===== src/rtl/mem_bus_arbiter.sv =====
// Shares the single-ported memory bus between instruction fetch and load/store, one transaction
// outstanding at a time, MEM first; handles pipeline flushes and bus timeouts.
module mem_bus_arbiter #(
  parameter int unsigned TIMEOUT_CYC = 255
) (
  input  logic        clk,
  input  logic        rst,
  input  logic        if_req_i,
  input  logic [31:0] if_addr_i,
  output logic [31:0] if_data_o,
  input  logic        mem_req_i,
  input  logic        mem_we_i,
  input  logic [3:0]  mem_sel_i,
  input  logic [31:0] mem_addr_i,
  input  logic [31:0] mem_wdata_i,
  output logic [31:0] mem_rdata_o,
  input  logic        flush_i,
  output logic        bus_stb_o,
  output logic        bus_we_o,
  output logic [3:0]  bus_sel_o,
  output logic [31:0] bus_addr_o,
  output logic [31:0] bus_wdata_o,
  input  logic [31:0] bus_rdata_i,
  input  logic        bus_ack_i,
  output logic        stallreq_from_if_o,
  output logic        stallreq_from_mem_o,
  output logic        bus_timeout_o
);

  localparam bit         TimeoutEn   = (TIMEOUT_CYC != 0);
  localparam logic [7:0] TimeoutLast = 8'((TIMEOUT_CYC == 0) ? 0 : TIMEOUT_CYC - 1);

  typedef enum logic [2:0] {
    StIdle,
    StIfBusy,
    StMemBusy,
    StIfDiscard,
    StMemDiscard
  } state_e;

  state_e      state_q, state_d;
  logic        if_done_q, if_done_d;
  logic        mem_done_q, mem_done_d;
  logic        timeout_q, timeout_d;
  logic [7:0]  cnt_q, cnt_d;
  logic [31:0] if_data_q, if_data_d;
  logic [31:0] mem_rdata_q, mem_rdata_d;
  logic        bus_we_q, bus_we_d;
  logic [3:0]  bus_sel_q, bus_sel_d;
  logic [31:0] bus_addr_q, bus_addr_d;
  logic [31:0] bus_wdata_q, bus_wdata_d;

  logic owner_mem;
  logic live;
  logic expired;

  always_ff @(posedge clk or negedge rst) begin
    if (!rst) begin
      state_q     <= StIdle;
      if_done_q   <= 1'b0;
      mem_done_q  <= 1'b0;
      timeout_q   <= 1'b0;
      cnt_q       <= '0;
      if_data_q   <= '0;
      mem_rdata_q <= '0;
      bus_we_q    <= 1'b0;
      bus_sel_q   <= '0;
      bus_addr_q  <= '0;
      bus_wdata_q <= '0;
    end else begin
      state_q     <= state_d;
      if_done_q   <= if_done_d;
      mem_done_q  <= mem_done_d;
      timeout_q   <= timeout_d;
      cnt_q       <= cnt_d;
      if_data_q   <= if_data_d;
      mem_rdata_q <= mem_rdata_d;
      bus_we_q    <= bus_we_d;
      bus_sel_q   <= bus_sel_d;
      bus_addr_q  <= bus_addr_d;
      bus_wdata_q <= bus_wdata_d;
    end
  end

  always_comb begin
    state_d     = state_q;
    if_done_d   = 1'b0;
    mem_done_d  = 1'b0;
    timeout_d   = 1'b0;
    cnt_d       = cnt_q;
    if_data_d   = if_data_q;
    mem_rdata_d = mem_rdata_q;
    bus_we_d    = bus_we_q;
    bus_sel_d   = bus_sel_q;
    bus_addr_d  = bus_addr_q;
    bus_wdata_d = bus_wdata_q;
    owner_mem   = (state_q == StMemBusy) || (state_q == StMemDiscard);
    // A flush arriving in the completing cycle also discards the result.
    live        = ((state_q == StIfBusy) || (state_q == StMemBusy)) && !flush_i;
    expired     = TimeoutEn && !bus_ack_i && (cnt_q == TimeoutLast);

    unique case (state_q)
      StIdle: begin
        // The done cycle is a dead cycle: nothing is issued while a done flag is up.
        if (!if_done_q && !mem_done_q && !flush_i) begin
          if (mem_req_i) begin
            state_d     = StMemBusy;
            bus_we_d    = mem_we_i;
            bus_sel_d   = mem_sel_i;
            bus_addr_d  = mem_addr_i;
            bus_wdata_d = mem_wdata_i;
            cnt_d       = '0;
          end else if (if_req_i) begin
            state_d     = StIfBusy;
            bus_we_d    = 1'b0;
            bus_sel_d   = 4'hF;
            bus_addr_d  = if_addr_i;
            bus_wdata_d = '0;
            cnt_d       = '0;
          end
        end
      end
      default: begin
        if (bus_ack_i || expired) begin
          state_d   = StIdle;
          timeout_d = !bus_ack_i;
          if (live && owner_mem) begin
            mem_done_d = 1'b1;
            if (!bus_we_q) mem_rdata_d = bus_ack_i ? bus_rdata_i : 32'h0;
          end else if (live) begin
            if_done_d = 1'b1;
            if_data_d = bus_ack_i ? bus_rdata_i : 32'h0;
          end
        end else begin
          cnt_d = cnt_q + 8'd1;
          if (flush_i && state_q == StIfBusy)  state_d = StIfDiscard;
          if (flush_i && state_q == StMemBusy) state_d = StMemDiscard;
        end
      end
    endcase
  end

  always_comb begin
    bus_stb_o           = (state_q != StIdle);
    bus_we_o            = bus_we_q;
    bus_sel_o           = bus_sel_q;
    bus_addr_o          = bus_addr_q;
    bus_wdata_o         = bus_wdata_q;
    if_data_o           = if_data_q;
    mem_rdata_o         = mem_rdata_q;
    bus_timeout_o       = timeout_q;
    stallreq_from_if_o  = if_req_i & ~if_done_q;
    stallreq_from_mem_o = mem_req_i & ~mem_done_q;
  end

endmodule

===== config.mk =====
export PLATFORM = sky130hd
export DESIGN_NAME = mem_bus_arbiter
export DESIGN_NICKNAME = d
export VERILOG_FILES = /design/src/rtl/mem_bus_arbiter.sv
export SDC_FILE = /design/constraint.sdc
export NUM_CORES = 1
export LEC_CHECK = 0
export CORE_ASPECT_RATIO = 0.7
export CORE_MARGIN = 2
export CORE_UTILIZATION = 37
export DETAILED_ROUTE_END_ITERATION = 7
export PLACE_DENSITY = 0.76
export SLEW_MARGIN = 20
export SYNTH_ARGS = -nofsm -noshare
export SYNTH_HDL_FRONTEND = slang
export SYNTH_SLANG_ARGS = --single-unit

===== constraint.sdc =====
create_clock -name clk -period 1.8 [get_ports clk]
set_input_delay 0.36 -clock clk [delete_from_list [all_inputs] [get_ports clk]]
set_output_delay 0.36 -clock clk [all_outputs]
set_load 0.005 [all_outputs]

==> results of run 1 <==
-- how the worst max path moves through the flow --
stage | depth (start not counted) | endpoint | from | slack, ps
global route | 5 | cnt_q[3]$_DFFE_PN0P_ | mem_done_q$_DFF_PN0_ | -220
CTS | 5 | bus_addr_o[6]$_DFFE_PN0P_ | mem_done_q$_DFF_PN0_ | -160
detailed placement | 6 | mem_rdata_o[10]$_DFFE_PN0P_ | flush_i | -280
global placement | 6 | mem_rdata_o[23]$_DFFE_PN0P_ | flush_i | -220
floorplan | 7 | bus_addr_o[30]$_DFFE_PN0P_ | state_q[1]$_DFFE_PN0P_ | -150
finish | 5 | bus_addr_o[0]$_DFFE_PN0P_ | mem_done_q$_DFF_PN0_ | -140
-- power by group through the flow --
stage	logic, uW	clock network [uW]	registers (uW)
floorplan	1380	0	5390
global placement	4790	0	5340
detailed placement	4930	0	5390
CTS	4970	3700	5370
global route	5310	3830	5520
finish	4920	3610	5360
-- through the flow --
step,hold slack (ps),worst slack [ps],utilization,TNS [ps]
final,290,-143,0.627,-6370
after global routing,338,-218,0.627,-10500
after CTS,272,-162,0.624,-6490
after detailed placement,312,-278,0.583,-28020
after global placement,304,-218,0.583,-24410
after floorplan,64.4,-149,-,-7690
-- registers in the layout (all words and copies together) (netlist names) --
signal         cells
bus_addr_o        32
bus_wdata_o       32
if_data_o         32
mem_rdata_o       32
cnt_q              8
bus_sel_o          4
state_q            3
bus_timeout_o      1
bus_we_o           1
if_done_q          1
mem_done_q         1
-- synthesized netlist by cell type (2+ instances only) --
master      n  area share
nand2_1   117       0.075
buf_2       8      0.0068
and4_1      2      0.0030
inv_1       5      0.0032
nand3_1    35       0.030
nor4_1      2      0.0021
nand4_1     2      0.0021
o21ai_1     7      0.0060
nor2b_1     3      0.0032
a31oi_1     3      0.0032
nor3_1      6      0.0051
o21ai_0    30       0.026
mux2i_1    38       0.065
or4_1       2      0.0026
ha_1        2      0.0043
dfrtp_1   147        0.63
a22o_1     64       0.095
and2_1      3      0.0032
buf_6       5      0.0096
clkbuf_1   24       0.015
nor2_1      6      0.0038
-- worst max-delay path, delay by kind of cell (launching register included) --
kind | cells | cell delay (ps)
AND/OR/NAND/NOR | 3 | 1100
flip-flops | 1 | 390
AO/OA/AOI/OAI | 1 | 80
buffers and inverters | 1 | 210
-- cell type report --
type                            count  area (um^2)
Inverter                            5         18.8
Sequential cell                   147         3680
Clock buffer                       17          425
Tap cell                          200          250
Clock inverter                     14          179
Multi-Input combinational cell    330         2050
Fill cell                        1195         5780
Timing Repair Buffer              303         3110
-- routing by layer --
metal  track usage  vias up
li1              -     2397
met1         0.265     2523
met2         0.339      200
met3        0.0473       28
met4        0.0787        0
met5             0        -
-- logic make-up (layout without fill, tap and decap cells) --
family	count (synthesis)	count (layout)	synth area share
AO/OA/AOI/OAI	109	109	0.137
multiplexers	38	38	0.0647
adder cells (fa/ha/maj)	2	2	0.00425
flip-flops	147	147	0.625
buffers and inverters	43	339	0.0357
AND/OR/NAND/NOR	181	181	0.133
-- repair_timing --
item,in CTS,in global routing
gates cloned,0,1
hold buffers,1,0
gates resized for setup,18,7
pin swaps,2,1
hold endpoints to repair,38,0
endpoints found under the setup margin,77,138
==> metrics.md, run 1 <==
| Metric | Value |
|---|---|
| PwrDens | `1430 mW/mm^2` |
| Most frequent cells in the layout | `clkdlybuf4s50_1 (270), dfrtp_1 (147), nand2_1 (117)` |
| Drt pass-1 iters | `4` |
| Critical path arrival | `2220 ps` |
| Endpoint, Worst Hold | `state_q[1]$_DFFE_PN0P_` |
| # clock sinks | `147` |
| R2r setup slk | `-140 ps` |
| Inserted Clock Buffers | `17` |
| WHS Path Cells | `3` |
| Fmax | `515 MHz` |
| # DRC | `0` |
| DR WL met2 | `8310 um` |
| Initial antenna violation count | `0` |
| WL met3 | `1070 um` |
| CP required | `2080 ps` |
| Worst setup margin | `-143 ps` |
| Cell mode on critical path | `or4_4` |
| Worst Reg-to-Reg Cells | `5` |
| Rel. slew slack | `0.722` |
| Sw frac | `0.279` |
| Ant diodes | `0` |
| Int Power | `10000 uW` |
| #FFs+latches synth | `147` |
| Routed Antenna Nets | `0` |
| Port Buffers | `275` |
| Clk slew on worst S/H paths | `60 ps` |
| Final hold vios | `0` |
| Die ar. | `0.0169 mm^2` |
| Vias in the first global route | `5314` |
| Syn Nets | `661` |
| Max_cap viols | `0` |
| Largest net degree at the start of global routing | `66` |
| Synth-to-Final Area Change | `65.2%` |
| Root Driver | `clkbuf_16` |
| Routed WL | `17300 um` |
| Tot Pwr | `13900 uW` |
| Hold Startpoint | `mem_req_i` |
| Slowest cell on crit path | `or4_4` |
| Die width | `155 um` |
| Crit-path max FO | `65` |
| Run status | `complete, but fails checks` |
| Worst vdd ir | `683 uV` |
| Finished Cell Area | `0.00972 mm^2` |
| Cell Area, Synth | `0.00588 mm^2` |
| Worst Skew | `9.02 ps` |
| NetSw | `3870 uW` |
| Die height | `109 um` |
| Total congestion overflow | `0` |
| Num ports | `276` |
| Logic pwr share | `0.354` |
| WL/cell | `17.0 um` |
| RSZ-0062 raised after global routing | `yes` |
| Top Layer Used | `met4` |
| Later-pin clock latency in the skew report | `420 ps` |
| CP Class | `register to register` |
| GP Congestion | `0.822` |
| Final #Nets | `945` |
| Initial Util | `0.379` |
| Met1 wire length | `7610 um` |
| Sequential power share | `0.386` |
| GRT Util Overall | `0.205` |
| Number of H-tree levels | `4` |
| Worst path max stage delay | `540 ps` |
| Mapped Avg Cell Area | `11.3 um^2` |
| Main flop type after synthesis | `dfrtp_1` |
| Fin. max-slew vios | `0` |
| Max Root-Sink Buffers | `2` |
| Setup violations, final | `74` |
| Final Cycle Share | `1.08` |
| Commonest non-fill, non-tap cell in the layout | `clkdlybuf4s50_1` |
| Placed cell count | `983` |
| Vias | `5148` |
| Post-DP Area | `0.00904 mm^2` |
| Cell chain of the critical path | `or4_4, or4_4, buf_12, nand2_1, o21ai_0` |
| CTS tree | `done` |
| Sequential share of the synthesized area | `0.625` |
| Number of synthesized flops with an enable pin | `0` |
| Core area | `0.0155 mm^2` |
| Non-Filler Instances | `1016` |
| First-pass GRT wire length | `27000 um` |
| Violated checks | `negative setup slack` |
| DR iter-0 viols | `297` |
| Synthesized instance count | `520` |
| Hold crit path type | `input pin to register` |
| Tightest Pin Transition | `416 ps` |
| Leakage | `0.00447 uW` |
| FF-to-FF Start | `mem_done_q$_DFF_PN0_` |
| Tmin final | `1940 ps` |
| Critical path endpoint category | `register` |
| DR vias/cell | `5.07` |
| Yosys cell types | `30` |
| Site Rows | `38` |
| Asr flop ratio synth | `1.00` |
| Clk pwr share | `0.260` |
| Share of layout cells above drive strength 1 | `0.0858` |
| Postcts setup bufs | `0` |
| Reg-to-Reg End | `bus_addr_o[0]$_DFFE_PN0P_` |
| Critical Path Start Type | `register` |
| DP HPWL | `12600 um` |
| Warnings, synthesis | `0` |
Power figures use the tool's default switching activity.
==> run 2, diff against run 1 <==
ABC_AREA = 1   (was not set)
CORE_UTILIZATION = 39   (was 37)
PLACE_DENSITY = 0.78   (was 0.76)
==> run 2 against run 1 <==
The run now ends clean. Register-to-register slack better by 340 ps. First-iteration DRC count up 47%. Cell count up 20%. Non-clock buffer count down 2. Clock-buffer cell count up 1. Clock skew up 2.5 ps. Die area up 3.7%. Clock power down 5%. Power up 11%. Critical path type is now register to output port. Largest cell class unchanged. Highest routed layer unchanged.
==> metrics.md, run 2 <==
| Metric | Value |
|---|---|
| XOR/XNOR Fraction of Synth Area | `0.00408` |
| # DRC | `0` |
| Fillers | `1398` |
| Adder-cell share of the synthesized area | `0.00389` |
| Synthesized instance count | `702` |
| Cell taking the most area after synthesis | `dfrtp_1` |
| DP HPWL | `13200 um` |
| Final hold vios | `0` |
| Synth-to-Final Area Change | `56.8%` |
| Share of layout cells above drive strength 1 | `0.130` |
| Setup violations, final | `0` |
| GRT Util Overall | `0.213` |
| Synth Area in Compound Gates | `0.118` |
| CTS tree | `done` |
| Number of synthesized flops with an enable pin | `0` |
| Worst Skew | `11.5 ps` |
| Drt pass-1 iters | `6` |
| Main flop type after synthesis | `dfrtp_1` |
| WL/cell | `15.0 um` |
| Max_cap viols | `0` |
| Port Buffers | `275` |
| Placed cell count | `1183` |
| Rel. slew slack | `0.688` |
| Non-Filler Instances | `1218` |
| Critical path endpoint category | `output port` |
| Sequential share of the synthesized area | `0.572` |
| Int Power | `10300 uW` |
| Mux share of post-synthesis cell area | `0` |
| Largest net degree at the start of global routing | `53` |
| Inserted Clock Buffers | `17` |
| Asr flop ratio synth | `1.00` |
| Tightest Pin Transition | `468 ps` |
| PwrDens | `1520 mW/mm^2` |
| Sequential power share | `0.362` |
| Yosys top cell area share | `0.572` |
| WHS | `282 ps` |
| #FFs+latches synth | `147` |
| Clk slew on worst S/H paths | `70 ps` |
| # clock sinks | `147` |
| Num ports | `276` |
| Routed WL | `18300 um` |
| Final Cycle Share | `0.973` |
| CP required | `1440 ps` |
| Core area | `0.0162 mm^2` |
| Die ar. | `0.0176 mm^2` |
| Max Root-Sink Buffers | `2` |
| First-pass GRT wire length | `29600 um` |
| Worst vdd ir | `772 uV` |
| CP Class | `register to output port` |
| Cell Area, Synth | `0.00644 mm^2` |
| Logic pwr share | `0.415` |
| Initial antenna violation count | `0` |
| Vias in the first global route | `5787` |
| Crit-path max FO | `5` |
| Most frequent cells in the layout | `clkdlybuf4s50_1 (270), nand2_1 (265), dfrtp_1 (146)` |
| DR vias/cell | `4.73` |
| Ant diodes | `0` |
| Fin. max-slew vios | `0` |
| Largest family of logic cells by synthesized area | `simple AND/OR/NAND/NOR gates` |
| Die width | `158 um` |
| Critical path arrival | `1390 ps` |
| Most frequent cell after synthesis | `nand2_1` |
| Fmax | `571 MHz` |
| RSZ-0062 raised after global routing | `yes` |
| GP Congestion | `0.797` |
| R2r setup slk | `200 ps` |
| WHS Path Cells | `4` |
| NetSw | `5050 uW` |
| Critical Path Start Type | `register` |
| Die height | `111 um` |
| Vias | `5761` |
| Leakage | `0.00459 uW` |
| Initial Util | `0.396` |
| Routed Antenna Nets | `0` |
| Syn Nets | `843` |
| DR iter-0 viols | `437` |
| Yosys cell types | `27` |
| Simple logic cell fraction of the synthesized area | `0.248` |
| Final #Nets | `1121` |
| Worst Reg-to-Reg Cells | `10` |
| Hold crit path type | `input pin to register` |
| Number of H-tree levels | `4` |
| Mapped Avg Cell Area | `9.17 um^2` |
| Run status | `finished, final reports clean` |
| Total congestion overflow | `0` |
| Commonest non-fill, non-tap cell in the layout | `clkdlybuf4s50_1` |
| Clk pwr share | `0.223` |
| Sw frac | `0.328` |
| Later-pin clock latency in the skew report | `420 ps` |
| Most frequent cells after synthesis | `nand2_1 (265), dfrtp_1 (147), nor2_1 (57), o21ai_2 (55), nand3_1 (51)` |
| Top post-synthesis cells by area | `dfrtp_1 (57%), nand2_1 (15%), o21ai_2 (7.5%)` |
| Warnings, synthesis | `0` |
| Root Driver | `clkbuf_16` |
| Site Rows | `39` |
| Final Core Density | `0.621` |
| Tmin final | `1750 ps` |
[run 2: changes by cell type in the layout (fill, tap and decap cells not counted), sizes merged, moves of 5 or more]
cell	delta
inv	+19
nand3	+16
nand2	+154
nor2	+54
nor3	-5
a31oi	+29
o21ai	+30
mux2i	-38
a22o	-64
[run 2: area by class of cell]
cell class | count | area [um^2] | area share
Timing Repair Buffer | 301 | 3080 | 0.305
Clock buffer | 18 | 429 | 0.0425
Clock inverter | 14 | 135 | 0.0134
Sequential cell | 147 | 3680 | 0.365
Tap cell | 225 | 282 | 0.0279
Inverter | 17 | 63.8 | 0.00632
Multi-Input combinational cell | 496 | 2420 | 0.240
[run 2: metrics by stage]
step	power (uW)	setup TNS, ps	instance area [um^2]	worst slack [ps]
4_1_cts	15500	-6.56	10100	-6.56
3_5_place_dp	12000	-341	9490	-46.7
6_report	15400	0	10100	49.2
2_1_floorplan	8070	0	6440	293
5_1_grt	16400	-11.6	10100	-11.6
3_3_place_gp	11800	-179	9490	-14.9
[run 2: path summary, 6_finish.rpt]
path                                                 start                    endpoint
max in group asynchronous                              rst  bus_wdata_o[8]$_DFFE_PN0P_
worst min-delay path                             mem_req_i   bus_addr_o[0]$_DFFE_PN0P_
worst max register to register        cnt_q[0]$_DFFE_PN0P_   if_data_o[24]$_DFFE_PN0P_
worst min register to register  mem_rdata_o[2]$_DFFE_PN0P_  mem_rdata_o[2]$_DFFE_PN0P_
min in group asynchronous                              rst   if_data_o[22]$_DFFE_PN0P_
worst max-delay path                state_q[0]$_DFFE_PN0P_                   bus_stb_o
[run 2: timing repair]
action                                 4_1_cts  5_1_grt
setup endpoints to repair                    3       10
gates resized for setup                      5        2
endpoints found under the hold margin       41        0
buffers inserted                             1        1
hold buffers                                 1        0
[run 2: kinds of logic (layout without fill, tap and decap cells)]
| kind of cell | after synthesis | count (layout) |
|---|---|---|
| compound gates | 102 | 102 |
| buf+inv | 59 | 350 |
| flops | 147 | 147 |
| fa+ha+maj | 2 | 2 |
| xor+xnor | 3 | 3 |
| simple gates | 389 | 389 |
[run 2: layer usage]
metal / GRT usage / part of all wire
met3: 0.0666 / 0.064
met2: 0.339 / 0.47
met4: 0.0594 / 0.014
met1: 0.283 / 0.45
met5: 0 / 0
[run 2: power groups by stage]
stage                     logic, uW  clock network, uW  registers, uW
after floorplan                2410                  0           5660
after global placement         6270                  0           5570
after detailed placement       6380                  0           5600
after CTS                      6430               3500           5590
after global routing           6980               3650           5750
final                          6380               3430           5580
[run 2: worst max-delay path: stages, from the launching register on]
cell	delay, ps
dfrtp_2	450
nor2_4	150
nand2_4	90
dlygate4sd2_1	290
==> run 3, diff against run 2 <==
SKIP_CTS_REPAIR_TIMING = 1   (was not set)
TNS_END_PERCENT = 100   (was not set)
==> run 3 against run 2 <==
Cell count unchanged. Clock skew down 2.3 ps. Setup slack gained 77 ps. Core utilization increased by 0.069 points. Clock power barely moved. Routed wire length down 0.29%. Cell area increased by 0.11%. Sequential cell count did not move. Maximum frequency grew 4.6%.
==> metrics.md, run 3 (synthesis gave the netlist of run 2 again) <==
| Metric | Value |
|---|---|
| PwrDens | `1520 mW/mm^2` |
| Commonest non-fill, non-tap cell in the layout | `clkdlybuf4s50_1` |
| Die width | `158 um` |
| Fin. max-slew vios | `0` |
| Worst Skew | `9.25 ps` |
| Rel. slew slack | `0.686` |
| Run status | `finished, final reports clean` |
| Vias | `5748` |
| Critical path endpoint category | `output port` |
| Fillers | `1393` |
| Max_cap viols | `0` |
| Slowest cell on crit path | `clkdlybuf4s50_1` |
| Sw frac | `0.327` |
| Site Rows | `39` |
| Logic pwr share | `0.415` |
| # clock sinks | `147` |
| DR iter-0 viols | `383` |
| Worst setup margin | `126 ps` |
| Die ar. | `0.0176 mm^2` |
| WL/cell | `15.0 um` |
| Final Cycle Share | `0.930` |
| Number of H-tree levels | `4` |
| Fmax | `597 MHz` |
| Worst path max stage delay | `510 ps` |
| Initial Util | `0.396` |
| Non-Filler Instances | `1218` |
| Cell chain of the critical path | `clkdlybuf4s50_1` |
| Inserted Clock Buffers | `17` |
| Drt pass-1 iters | `4` |
| GRT Util Overall | `0.213` |
| Finished Cell Area | `0.0101 mm^2` |
| Largest net degree at the start of global routing | `53` |
| Initial antenna violation count | `0` |
| Post-DP Area | `0.00949 mm^2` |
| Placed cell count | `1183` |
| Later-pin clock latency in the skew report | `420 ps` |
| DR vias/cell | `4.72` |
| Final #Nets | `1121` |
| Worst slack, placed | `-46.7 ps` |
| Tightest Pin Transition | `471 ps` |
| Max Root-Sink Buffers | `2` |
| Leakage | `0.00461 uW` |
| CP Class | `register to output port` |
| Clk pwr share | `0.222` |
| WHS | `284 ps` |
| Clk slew on worst S/H paths | `70 ps` |
| Sequential power share | `0.363` |
| Critical Path Start Type | `register` |
| Crit-path max FO | `2` |
| Core area | `0.0162 mm^2` |
| Die height | `111 um` |
| Root Driver | `clkbuf_16` |
| Share of layout cells above drive strength 1 | `0.131` |
| Delay-heaviest family, CP | `buffers and inverters` |
| Most frequent cells in the layout | `clkdlybuf4s50_1 (270), nand2_1 (265), dfrtp_1 (146)` |
| Worst vdd ir | `772 uV` |
| Tmin final | `1670 ps` |
| Routed WL | `18300 um` |
| Vias in the first global route | `5769` |
| DP HPWL | `13200 um` |
| Ant diodes | `0` |
| First-pass GRT wire length | `29500 um` |
| Total congestion overflow | `0` |
| Critical path arrival | `1310 ps` |
| Multi-input combinational cell area | `0.00242 mm^2` |
| Routed Antenna Nets | `0` |
| CTS tree | `done` |
| RSZ-0062 raised after global routing | `no` |
| Setup violations, final | `0` |
| Register Area | `0.00368 mm^2` |
| GP Congestion | `0.797` |
| Hold crit path type | `input pin to register` |
| Synth-to-Final Area Change | `56.9%` |
| Int Power | `10400 uW` |
| # DRC | `0` |
| Final hold vios | `0` |
| Final Core Density | `0.622` |
| CP required | `1440 ps` |
| Num ports | `276` |
| Buf/Inv on CP | `1` |
| Port Buffers | `275` |
| NetSw | `5040 uW` |
## run 3: cell count changes in the layout (fill, tap and decap cells not counted)
cell,change
dlygate4sd2_1,-3
dlymetal6s2s_1,+3
inv_1,-1
inv_2,+1
## run 3: worst paths after layout
| path | from | endpoint | slack, ps | cells past startpoint |
|---|---|---|---|---|
| min reg2reg | if_data_o[31]$_DFFE_PN0P_ | if_data_o[31]$_DFFE_PN0P_ | 480 | 2 |
| max | if_data_o[28]$_DFFE_PN0P_ | if_data_o[28] | 130 | 1 |
| min in group asynchronous | rst | if_data_o[22]$_DFFE_PN0P_ | 490 | 2 |
| max reg2reg | cnt_q[0]$_DFFE_PN0P_ | if_data_o[24]$_DFFE_PN0P_ | 200 | 10 |
| max in group asynchronous | rst | bus_wdata_o[30]$_DFFE_PN0P_ | 740 | 3 |
| min | mem_req_i | bus_addr_o[0]$_DFFE_PN0P_ | 280 | 4 |
## run 3: final cells by class
type                    instances  share of cell area
repair buffers                301               0.306
well taps                     225              0.0279
flip-flops and latches        147               0.364
inverters                      17             0.00632
multi-input cells             496               0.240
clock inverters                14              0.0134
clock buffers                  18              0.0425
## run 3: metal layers
metal,part of all wire,up-vias,GRT usage
li1,-,2842,-
met1,0.45,2701,0.282
met2,0.47,181,0.339
met3,0.067,24,0.0658
met4,0.015,0,0.0600
met5,0,-,0
## run 3: per-stage QoR
step,setup TNS (ps),total power (uW)
after floorplan,0,8070
after global placement,-179,11800
after detailed placement,-341,12000
after CTS,-299,15500
after global routing,0,16400
final,0,15400
## run 3: power groups by stage
stage               logic [uW]  registers (uW)  clock network (uW)
global placement          6270            5570                   0
finish                    6390            5580                3420
floorplan                 2410            5660                   0
detailed placement        6380            5600                   0
CTS                       6420            5580                3500
global route              6990            5760                3650
## run 3: worst reg2reg max path: stages, from the launching register on
cell and delay (ps):
dfrtp_1 420, inv_1 70, ha_1 130, nand2_1 60
nor2_2 130, nand2_4 100, nand2_4 90, nand2_2 130
buf_12 200, nand2_1 90, o21ai_1 60
